--- src/rtl/apb_slave_pkg.sv ---
// Shared types, counter offsets and address decoding
// for the APB register-file slave.
package apb_slave_pkg;

    typedef enum logic {
        IDLE   = 1'b0,
        ACCESS = 1'b1
    } state_t;

    // Counter slots sit directly above the R/W registers
    localparam int WR_CNT_OFS  = 0;
    localparam int RD_CNT_OFS  = 1;
    localparam int ERR_CNT_OFS = 2;

    typedef struct packed {
        logic        valid;
        logic [29:0] idx;
    } dec_t;

    // Word index relative to base; valid only when aligned,
    // at or above base, and inside the register+counter window
    function automatic dec_t addr_decode(
        input logic [31:0] paddr,
        input logic [31:0] base,
        input int          nregs
    );
        logic [31:0] off;
        dec_t        d;
        off     = paddr - base;
        d.idx   = off[31:2];
        d.valid = (off[1:0] == 2'b00)
               && (paddr >= base)
               && ({2'b00, off[31:2]} < 32'(nregs + 3));
        return d;
    endfunction

endpackage

--- src/rtl/apb_slave_stats.sv ---
// Write, read and error statistics counters.
// 32-bit, wrapping, cleared by synchronous reset.
module apb_slave_stats (
    input  logic        clk,
    input  logic        rst,
    input  logic        i_inc_wr,
    input  logic        i_inc_rd,
    input  logic        i_inc_err,
    output logic [31:0] o_wr_cnt,
    output logic [31:0] o_rd_cnt,
    output logic [31:0] o_err_cnt
);

    logic [31:0] r_wr_cnt;
    logic [31:0] r_rd_cnt;
    logic [31:0] r_err_cnt;

    // Count one event per strobe; natural 32-bit wrap
    always_ff @(posedge clk) begin
        if (rst) begin
            r_wr_cnt  <= '0;
            r_rd_cnt  <= '0;
            r_err_cnt <= '0;
        end else begin
            if (i_inc_wr)  r_wr_cnt  <= r_wr_cnt + 32'd1;
            if (i_inc_rd)  r_rd_cnt  <= r_rd_cnt + 32'd1;
            if (i_inc_err) r_err_cnt <= r_err_cnt + 32'd1;
        end
    end

    assign o_wr_cnt  = r_wr_cnt;
    assign o_rd_cnt  = r_rd_cnt;
    assign o_err_cnt = r_err_cnt;

endmodule

--- src/rtl/apb_slave_regfile.sv ---
// APB completer with NUM_REGS R/W registers, three
// read-only statistics counters and an error pulse.
module apb_slave_regfile
    import apb_slave_pkg::*;
#(
    parameter int          SLAVE_IDX = 0,
    parameter int          NUM_REGS  = 16,
    parameter logic [31:0] BASE_ADDR = 32'h0000_0000
) (
    input  logic                    clk,
    input  logic                    rst,
    input  logic [31:0]             Pselx,
    input  logic                    Penable,
    input  logic                    Pwrite,
    input  logic [31:0]             Paddr,
    input  logic [31:0]             Pwdata,
    output logic [31:0]             Prdata,
    output logic [NUM_REGS*32-1:0]  regs_flat,
    output logic                    err_pulse
);

    localparam int IW = (NUM_REGS > 1) ? $clog2(NUM_REGS) : 1;

    state_t      r_state;
    logic [31:0] r_addr;
    logic        r_write;
    logic [31:0] r_prdata;
    logic        r_err;
    logic [31:0] r_regs [NUM_REGS];

    logic        w_sel;
    dec_t        w_dec;
    logic [31:0] w_idx;
    logic [IW-1:0] w_ridx;
    logic        w_is_rw;
    logic        w_match;
    logic        w_commit;
    logic        w_inc_wr;
    logic        w_inc_rd;
    logic        w_inc_err;
    logic        w_reg_we;
    logic [31:0] w_rdval;
    logic [31:0] w_wr_cnt;
    logic [31:0] w_rd_cnt;
    logic [31:0] w_err_cnt;

    assign w_sel   = Pselx[SLAVE_IDX];
    assign w_dec   = addr_decode(Paddr, BASE_ADDR, NUM_REGS);
    assign w_idx   = {2'b00, w_dec.idx};
    assign w_ridx  = w_dec.idx[IW-1:0];
    assign w_is_rw = w_dec.valid && (w_idx < 32'(NUM_REGS));

    // Access phase must repeat the latched setup exactly
    assign w_match  = w_sel && Penable
                   && (Paddr == r_addr)
                   && (Pwrite == r_write);
    assign w_commit = (r_state == ACCESS) && w_match;

    assign w_inc_wr = w_commit && Pwrite && w_dec.valid;
    assign w_inc_rd = w_commit && !Pwrite && w_dec.valid;
    assign w_reg_we = w_commit && Pwrite && w_is_rw;

    // Enable without setup, broken access, or bad address
    assign w_inc_err = ((r_state == IDLE) && w_sel && Penable)
                    || ((r_state == ACCESS) && !w_match)
                    || (w_commit && !w_dec.valid);

    // Read-back mux over registers and counters
    always_comb begin
        w_rdval = '0;
        if (w_is_rw) begin
            w_rdval = r_regs[w_ridx];
        end else if (w_dec.valid) begin
            if (w_idx == 32'(NUM_REGS + WR_CNT_OFS))
                w_rdval = w_wr_cnt;
            else if (w_idx == 32'(NUM_REGS + RD_CNT_OFS))
                w_rdval = w_rd_cnt;
            else if (w_idx == 32'(NUM_REGS + ERR_CNT_OFS))
                w_rdval = w_err_cnt;
        end
    end

    // Setup/access sequencing; read data is loaded at setup
    always_ff @(posedge clk) begin
        if (rst) begin
            r_state  <= IDLE;
            r_addr   <= '0;
            r_write  <= 1'b0;
            r_prdata <= '0;
        end else begin
            unique case (r_state)
                IDLE: begin
                    r_prdata <= '0;
                    if (w_sel && !Penable) begin
                        r_state  <= ACCESS;
                        r_addr   <= Paddr;
                        r_write  <= Pwrite;
                        r_prdata <= Pwrite ? 32'h0 : w_rdval;
                    end
                end
                ACCESS: begin
                    r_state  <= IDLE;
                    r_prdata <= '0;
                end
                default: begin
                    r_state  <= IDLE;
                    r_prdata <= '0;
                end
            endcase
        end
    end

    // Register array; writes land on the access edge
    always_ff @(posedge clk) begin
        if (rst) begin
            for (int i = 0; i < NUM_REGS; i++)
                r_regs[i] <= '0;
        end else if (w_reg_we) begin
            r_regs[w_ridx] <= Pwdata;
        end
    end

    // Error strobe is visible for the cycle after the edge
    always_ff @(posedge clk) begin
        if (rst) r_err <= 1'b0;
        else     r_err <= w_inc_err;
    end

    apb_slave_stats u_stats (
        .clk       (clk),
        .rst       (rst),
        .i_inc_wr  (w_inc_wr),
        .i_inc_rd  (w_inc_rd),
        .i_inc_err (w_inc_err),
        .o_wr_cnt  (w_wr_cnt),
        .o_rd_cnt  (w_rd_cnt),
        .o_err_cnt (w_err_cnt)
    );

    for (genvar g = 0; g < NUM_REGS; g++) begin : g_flat
        assign regs_flat[32*g +: 32] = r_regs[g];
    end

    assign Prdata    = r_prdata;
    assign err_pulse = r_err;

endmodule

--- config.mk ---
export PLATFORM = sky130hd
export DESIGN_NAME = apb_slave_regfile
export DESIGN_NICKNAME = d
export VERILOG_FILES = /design/src/rtl/apb_slave_pkg.sv /design/src/rtl/apb_slave_stats.sv /design/src/rtl/apb_slave_regfile.sv
export SDC_FILE = /design/constraint.sdc
export NUM_CORES = 1
export LEC_CHECK = 0
export CORE_MARGIN = 2
export CORE_UTILIZATION = 45
export DETAILED_ROUTE_END_ITERATION = 10
export MAX_ROUTING_LAYER = met4
export PLACE_DENSITY = 0.71
export SLEW_MARGIN = 25
export SYNTH_ARGS = -nofsm -noshare
export SYNTH_HDL_FRONTEND = slang
export SYNTH_HIERARCHICAL = 1
export SYNTH_SLANG_ARGS = --single-unit
--- constraint.sdc ---
create_clock -name clk -period 9.7 [get_ports clk]
set_clock_uncertainty 0.15 [all_clocks]
set_input_delay 1.94 -clock clk [delete_from_list [all_inputs] [get_ports clk]]
set_output_delay 1.94 -clock clk [all_outputs]
set_load 0.02 [all_outputs]
==> reports/metrics.yaml, run 1 <==
cts_buffers: 75
grt_pass1_wl_microns: 188000
use_met2: 0.563
placed_area_sq_um: 39200
crit_path_start_kind: "primary input"
hold_buffers: 0
synth_top_area_cell: "edfxtp_1"
area_delta_synth_final_pct: 27.0
initial_core_util: 0.456
cts.sinks: 675
nNetsFinal: 3166
die-height_microns: 274
worstMarginPinSlew_ns: 1.19
synth_cells: 2612
first_global_vias: 26480
hold_violations: 0
yosysSeqAreaShare: 0.569
overflow: 0
timing.max_cap.violations: 0
p_leak_nw: 12.7
clk_latency_ns: 0.63
critPathCaptureType: "flip-flop"
gr-usage-all-layers: 0.358
finalSetupViolCount: 0
fmax_ghz: 0.151
cts_setup_buffers: 0
dieArea_sq_um: 74900
portBuffers: 613
cts.root.buffer_cell: "clkbuf_16"
cts_resized: 0
rsz0062_at_grt: "no"
ys_seq_elements: 675
worst_r2r_endpoint: "u_stats/o_rd_cnt[26]$_SDFFE_PP0P_"
htree_levels: 3
syn_area_per_cell_sq_um: 12.5
first_iter_violations: 3481
top_usage_layer: "met2"
synth_area_leaders: "edfxtp_1 (47%), dfxtp_1 (10%), mux4_2 (8.8%), nor4_1 (8.4%), nor4_2 (3.6%)"
p_per_area_nw_per_um2: 169
vdd_drop_max_mv: 0.106
cts_buffer_depth: 3
wl_microns: 134000
outcome: "complete, no violations"
maxSlewHeadroom: 0.205
fin_area_sq_um: 41600
synthArstFlopShare: 0
fin_util: 0.580
rrSetupSlack_ns: 4.74
critPathArrivalTime_ns: 7.03
drtAntennaViolNets: 0
rr_startpoint: "r_addr[22]$_SDFFE_PP0P_"
final_cell_mix: "clkdlybuf4s50_1 (609), edfxtp_1 (512), nor4_1 (439)"
clk_pin_slew_worst_paths_ns: 0.06
core-area_sq_um: 71700
vias: 27328
wire_per_inst_microns: 32.9
grt_util_met1: 0.416
layout_commonest_cell: "clkdlybuf4s50_1"
antenna_found_initial: 3
cts_tree: "done"
synth_cell_types: 42
yosys_warnings: 6
ios: 645
drive_gt1_frac: 0.137
finalCritPeriodShare: 0.684
period_needed_ns: 6.64
fin_tns_setup_ns: 0
ys.flop_type: "edfxtp_1"
drt-pass1-iter-count: 6
grt_max_degree: 182
drc: 0
r2r_cells: 9
crit_end: "u_stats/o_rd_cnt[26]$_SDFFE_PP0P_"
yosys.area.top_type_share: 0.470
grt_util_met3: 0.105
cp_max_fo: 47
via_per_inst: 6.71
synth.net_count: 2715
hold_path.class: "reg2reg"
hpwl_microns: 91200
gp_routability_congestion: 0.945
synth_edf_count: 512
fp.dieW_microns: 274
p_total_mw: 7.03
startpoint: "Paddr[4]"
rows: 98
synth_area_sq_um: 32700
path_class: "in2reg"
required_ns: 10.09
final_max_slew_viol_count: 0
[state kept, by name, summed over array words and instances, names as in the netlist]
name,flops
r_write,1
r_addr,32
u_stats/o_wr_cnt,32
r_regs,512
u_stats/o_rd_cnt,32
err_pulse,1
Prdata,32
u_stats/o_err_cnt,32
r_state,1
[through the flow]
| step | worst slack, ns | hold WS [ns] | cells |
|---|---|---|---|
| after floorplan | 2.34 | 0.298 | 2612 |
| after global placement | 2.59 | 0.304 | 3931 |
| after detailed placement | 2.56 | 0.310 | 3933 |
| after CTS | 3.16 | 0.318 | 4067 |
| after global routing | 2.80 | 0.338 | 4071 |
| final | 3.06 | 0.317 | 4071 |
[cell families after synthesis]
group	Yosys count	share of synthesized area
muxes	166	0.0998
buffers and inverters	310	0.0500
adders and majority gates	3	0.00115
DFF	675	0.569
and+or+nand+nor	1097	0.204
AOI/OAI and AO/OA	295	0.0581
xor gates and xnor gates	66	0.0177
[how the worst min path moves through the flow]
| stage | slack, ns | start | end | cells past startpoint |
|---|---|---|---|---|
| 6_report | 0.32 | r_addr[17]$_SDFFE_PP0P_ | r_addr[17]$_SDFFE_PP0P_ | 2 |
| 5_1_grt | 0.34 | r_addr[1]$_SDFFE_PP0P_ | r_addr[1]$_SDFFE_PP0P_ | 2 |
| 4_1_cts | 0.32 | r_addr[17]$_SDFFE_PP0P_ | r_addr[17]$_SDFFE_PP0P_ | 2 |
| 3_5_place_dp | 0.31 | r_addr[17]$_SDFFE_PP0P_ | r_addr[17]$_SDFFE_PP0P_ | 2 |
| 3_3_place_gp | 0.30 | r_addr[13]$_SDFFE_PP0P_ | r_addr[13]$_SDFFE_PP0P_ | 2 |
| 2_1_floorplan | 0.30 | r_addr[0]$_SDFFE_PP0P_ | r_addr[0]$_SDFFE_PP0P_ | 2 |
[cells in the mapped netlist (32+ instances only)]
| master | count |
|---|---|
| edfxtp_1 | 512 |
| nor4_1 | 439 |
| nand2_1 | 293 |
| clkbuf_1 | 189 |
| dfxtp_1 | 163 |
| mux4_2 | 128 |
| nor4_2 | 94 |
| a21oi_1 | 92 |
| a22oi_1 | 64 |
| buf_6 | 59 |
| o21ai_0 | 58 |
| nor2_1 | 45 |
| xor2_1 | 44 |
| nand2b_1 | 36 |
| mux2i_1 | 35 |
| nand4_1 | 35 |
| or4_1 | 35 |
| a22o_1 | 32 |
[metal layers]
layer  part of all wire  vias to the layer above  wire length (microns)
li1                   -                    11370                      -
met2               0.48                     1961                  63700
met5                  0                        -                      0
met4              0.063                        0                   8470
met3               0.12                      415                  15700
met1               0.34                    13582                  46100
[power by group]
| part | switching, mW | internal, mW |
|---|---|---|
| sequential | 0.0898 | 3.22 |
| combinational | 0.600 | 0.351 |
| clock | 1.20 | 1.57 |
| total | 1.89 | 5.14 |
[critical path, cell delays in order]
cell and delay [ns]:
clkdlybuf4s50_1 0.46, buf_4 0.29, xor2_1 0.11, nor4_1 0.37, nand4_1 0.19, or4_4 0.74, nor3b_1 0.91, nand4_1 0.52
or4_1 0.75, or4b_1 0.55, a21oi_1 0.17
[cell type report]
cell class | instances | area [sq um]
antenna | 1 | 2.50
clock buffer | 95 | 1990
clock inverter | 39 | 309
fill | 5777 | 30200
inverter | 13 | 48.8
multi-input combinational | 1627 | 12700
sequential | 675 | 18600
tap | 950 | 1190
timing repair buffer | 671 | 6720
Note: power is estimated with default switching activity, not from simulation.
==> run 2, diff against run 1 <==
- PLACE_DENSITY: 0.71 -> 0.74
- clock period: 9.7 -> 5.8 ns (I/O delays scaled with it)
==> reports/metrics.yaml, run 2 (synthesis results as in run 1) <==
cts_buffers: 74  # -1.3%
hold-worst-slack_ns: 0.317  # +0.000515 ns
antenna_found_initial: 6  # +3
drt-pass1-iter-count: 5  # -1
multi_input_area_sq_um: 12700  # +0.35%
grt_pass1_wl_microns: 187000  # -0.71%
wl_microns: 132000  # -1.2%
num-fill-cells: 5799  # +0.38%
rows: 98  # unchanged
gp_routability_congestion: 0.965  # +2.2%
cts.root.buffer_cell: "clkbuf_16"
critPathCaptureType: "flip-flop"
cts_tree: "done"
register_area_sq_um: 18600  # unchanged
outcome: "complete, no violations"
first_iter_violations: 3775  # +8.4%
clk_pin_slew_worst_paths_ns: 0.06  # about the same
final_cells: 4089  # +0.44%
nNetsFinal: 3174  # +0.25%
initial_core_util: 0.456  # unchanged
cp_top_family: "simple AND/OR/NAND/NOR gates"
slowest_stage: "or4_1"
worstMarginPinSlew_ns: 1.17  # -0.0204 ns
hold_buffers: 0  # unchanged
core-area_sq_um: 71700  # unchanged
largest_register_ffs: 512  # unchanged
ios: 645  # unchanged
dieArea_sq_um: 74900  # unchanged
cp_max_fo: 18  # -62%
path_class: "in2reg"
grt_max_degree: 204  # +12%
fmax_ghz: 0.205
first_global_vias: 26302  # -0.67%
maxSlewHeadroom: 0.219  # +0.0136
drive_gt1_frac: 0.142  # +0.00582
hold_violations: 0  # unchanged
placed_area_sq_um: 39400  # +0.60%
layout_commonest_cell: "clkdlybuf4s50_1"
vdd_drop_max_mv: 0.239  # +130%
overflow: 0  # unchanged
rsz0062_at_grt: "no"
required_ns: 6.19  # -3.90 ns
cts_setup_buffers: 0  # unchanged
rrSetupSlack_ns: 1.68  # -3.06 ns
finalSetupViolCount: 0  # unchanged
dpl.cell_count: 3945  # +0.31%
crit_path_start_kind: "primary input"
period_needed_ns: 4.87
portBuffers: 613  # unchanged
gr-usage-all-layers: 0.357  # -0.00119
die-height_microns: 274  # unchanged
drtAntennaViolNets: 0  # unchanged
regMostFlops: "r_regs"
htree_levels: 3  # unchanged
crit_chain: "clkdlybuf4s50_1, xor2_1, nor4_1, nand4_1, nor4_1, and3_1, nand4_4, or4_1, or4_1, a21oi_1"
p_leak_nw: 12.9  # +1.3%
final_max_slew_viol_count: 0  # unchanged
timing.max_cap.violations: 0  # unchanged
hpwl_microns: 91500  # +0.35%
via_per_inst: 6.67  # -0.59%
cp_num_buf_inv: 1  # -1
hold_path.class: "reg2reg"
clk_latency_ns: 0.63  # about the same
cts.sinks: 675  # unchanged
finalCritPeriodShare: 0.840
final_cell_mix: "clkdlybuf4s50_1 (609), edfxtp_1 (512), nor4_1 (439)"
wire_per_inst_microns: 32.3  # -1.7%
p_per_area_nw_per_um2: 284  # +68%
fp.dieW_microns: 274  # unchanged
fin_area_sq_um: 41800  # +0.66%
area_delta_synth_final_pct: 27.9
critPathArrivalTime_ns: 5.26  # -1.77 ns
cts_buffer_depth: 3  # unchanged
cts_resized: 0  # unchanged
drc: 0  # unchanged
vias: 27288  # -0.15%
crit_path_max_incr_delay_ns: 0.87  # -0.04 ns
[run 2: cell types whose count changed in the layout (fill, tap and decap cells not counted), sizes merged]
cell / change
diode: +5
clkinvlp: +3
buf: +9
clkinv: +1
bufinv: +3
clkbuf: -1
inv: -2
[run 2: cell type report]
type / count / share of cell area
Antenna cell: 6 / 0.000359
Clock buffer: 94 / 0.0473
Clock inverter: 44 / 0.0104
Inverter: 13 / 0.00117
Multi-Input combinational cell: 1627 / 0.304
Sequential cell: 675 / 0.445
Tap cell: 950 / 0.0284
Timing Repair Buffer: 680 / 0.163
[run 2: worst min-delay path, delay by kind of cell (launching register included)]
kind | cells | cell delay [ns]
DFF | 1 | 0.31
and+or+nand+nor | 1 | 0.05
AOI/OAI and AO/OA | 1 | 0.05
[run 2: report_power, final]
part / internal, mW / total [mW] / switching [mW] / leakage, nW
clock network: 2.75 / 4.75 / 2.00 / 1.18
registers: 5.39 / 5.54 / 0.157 / 6.17
logic: 0.595 / 1.59 / 0.992 / 5.52
[run 2: metal layers]
| layer | up-vias | global-route usage | part of all wire |
|---|---|---|---|
| li1 | 11394 | - | - |
| met1 | 13502 | 0.406 | 0.33 |
| met5 | - | - | 0 |
| met2 | 2002 | 0.567 | 0.48 |
| met4 | 0 | 0.182 | 0.064 |
| met3 | 390 | 0.114 | 0.13 |
[run 2: worst paths after layout]
| path | start | endpoint | depth (start not counted) |
|---|---|---|---|
| setup / recovery | Paddr[4] | u_stats/o_wr_cnt[20]$_SDFFE_PP0P_ | 10 |
| hold reg to reg | r_addr[10]$_SDFFE_PP0P_ | r_addr[10]$_SDFFE_PP0P_ | 2 |
| setup reg to reg | r_addr[4]$_SDFFE_PP0P_ | u_stats/o_wr_cnt[20]$_SDFFE_PP0P_ | 9 |
| hold / removal | r_addr[10]$_SDFFE_PP0P_ | r_addr[10]$_SDFFE_PP0P_ | 2 |
[run 2: stage by stage]
stage / total power [mW] / TNS, ns / worst slack, ns / util
detailed placement: 7.20 / 0 / 0.287 / 0.549
global placement: 7.18 / 0 / 0.340 / 0.549
global route: 12.2 / 0 / 0.657 / 0.583
floorplan: 6.32 / -272.12 / -0.780 / -
CTS: 11.9 / 0 / 0.920 / 0.583
finish: 11.9 / 0 / 0.928 / 0.583
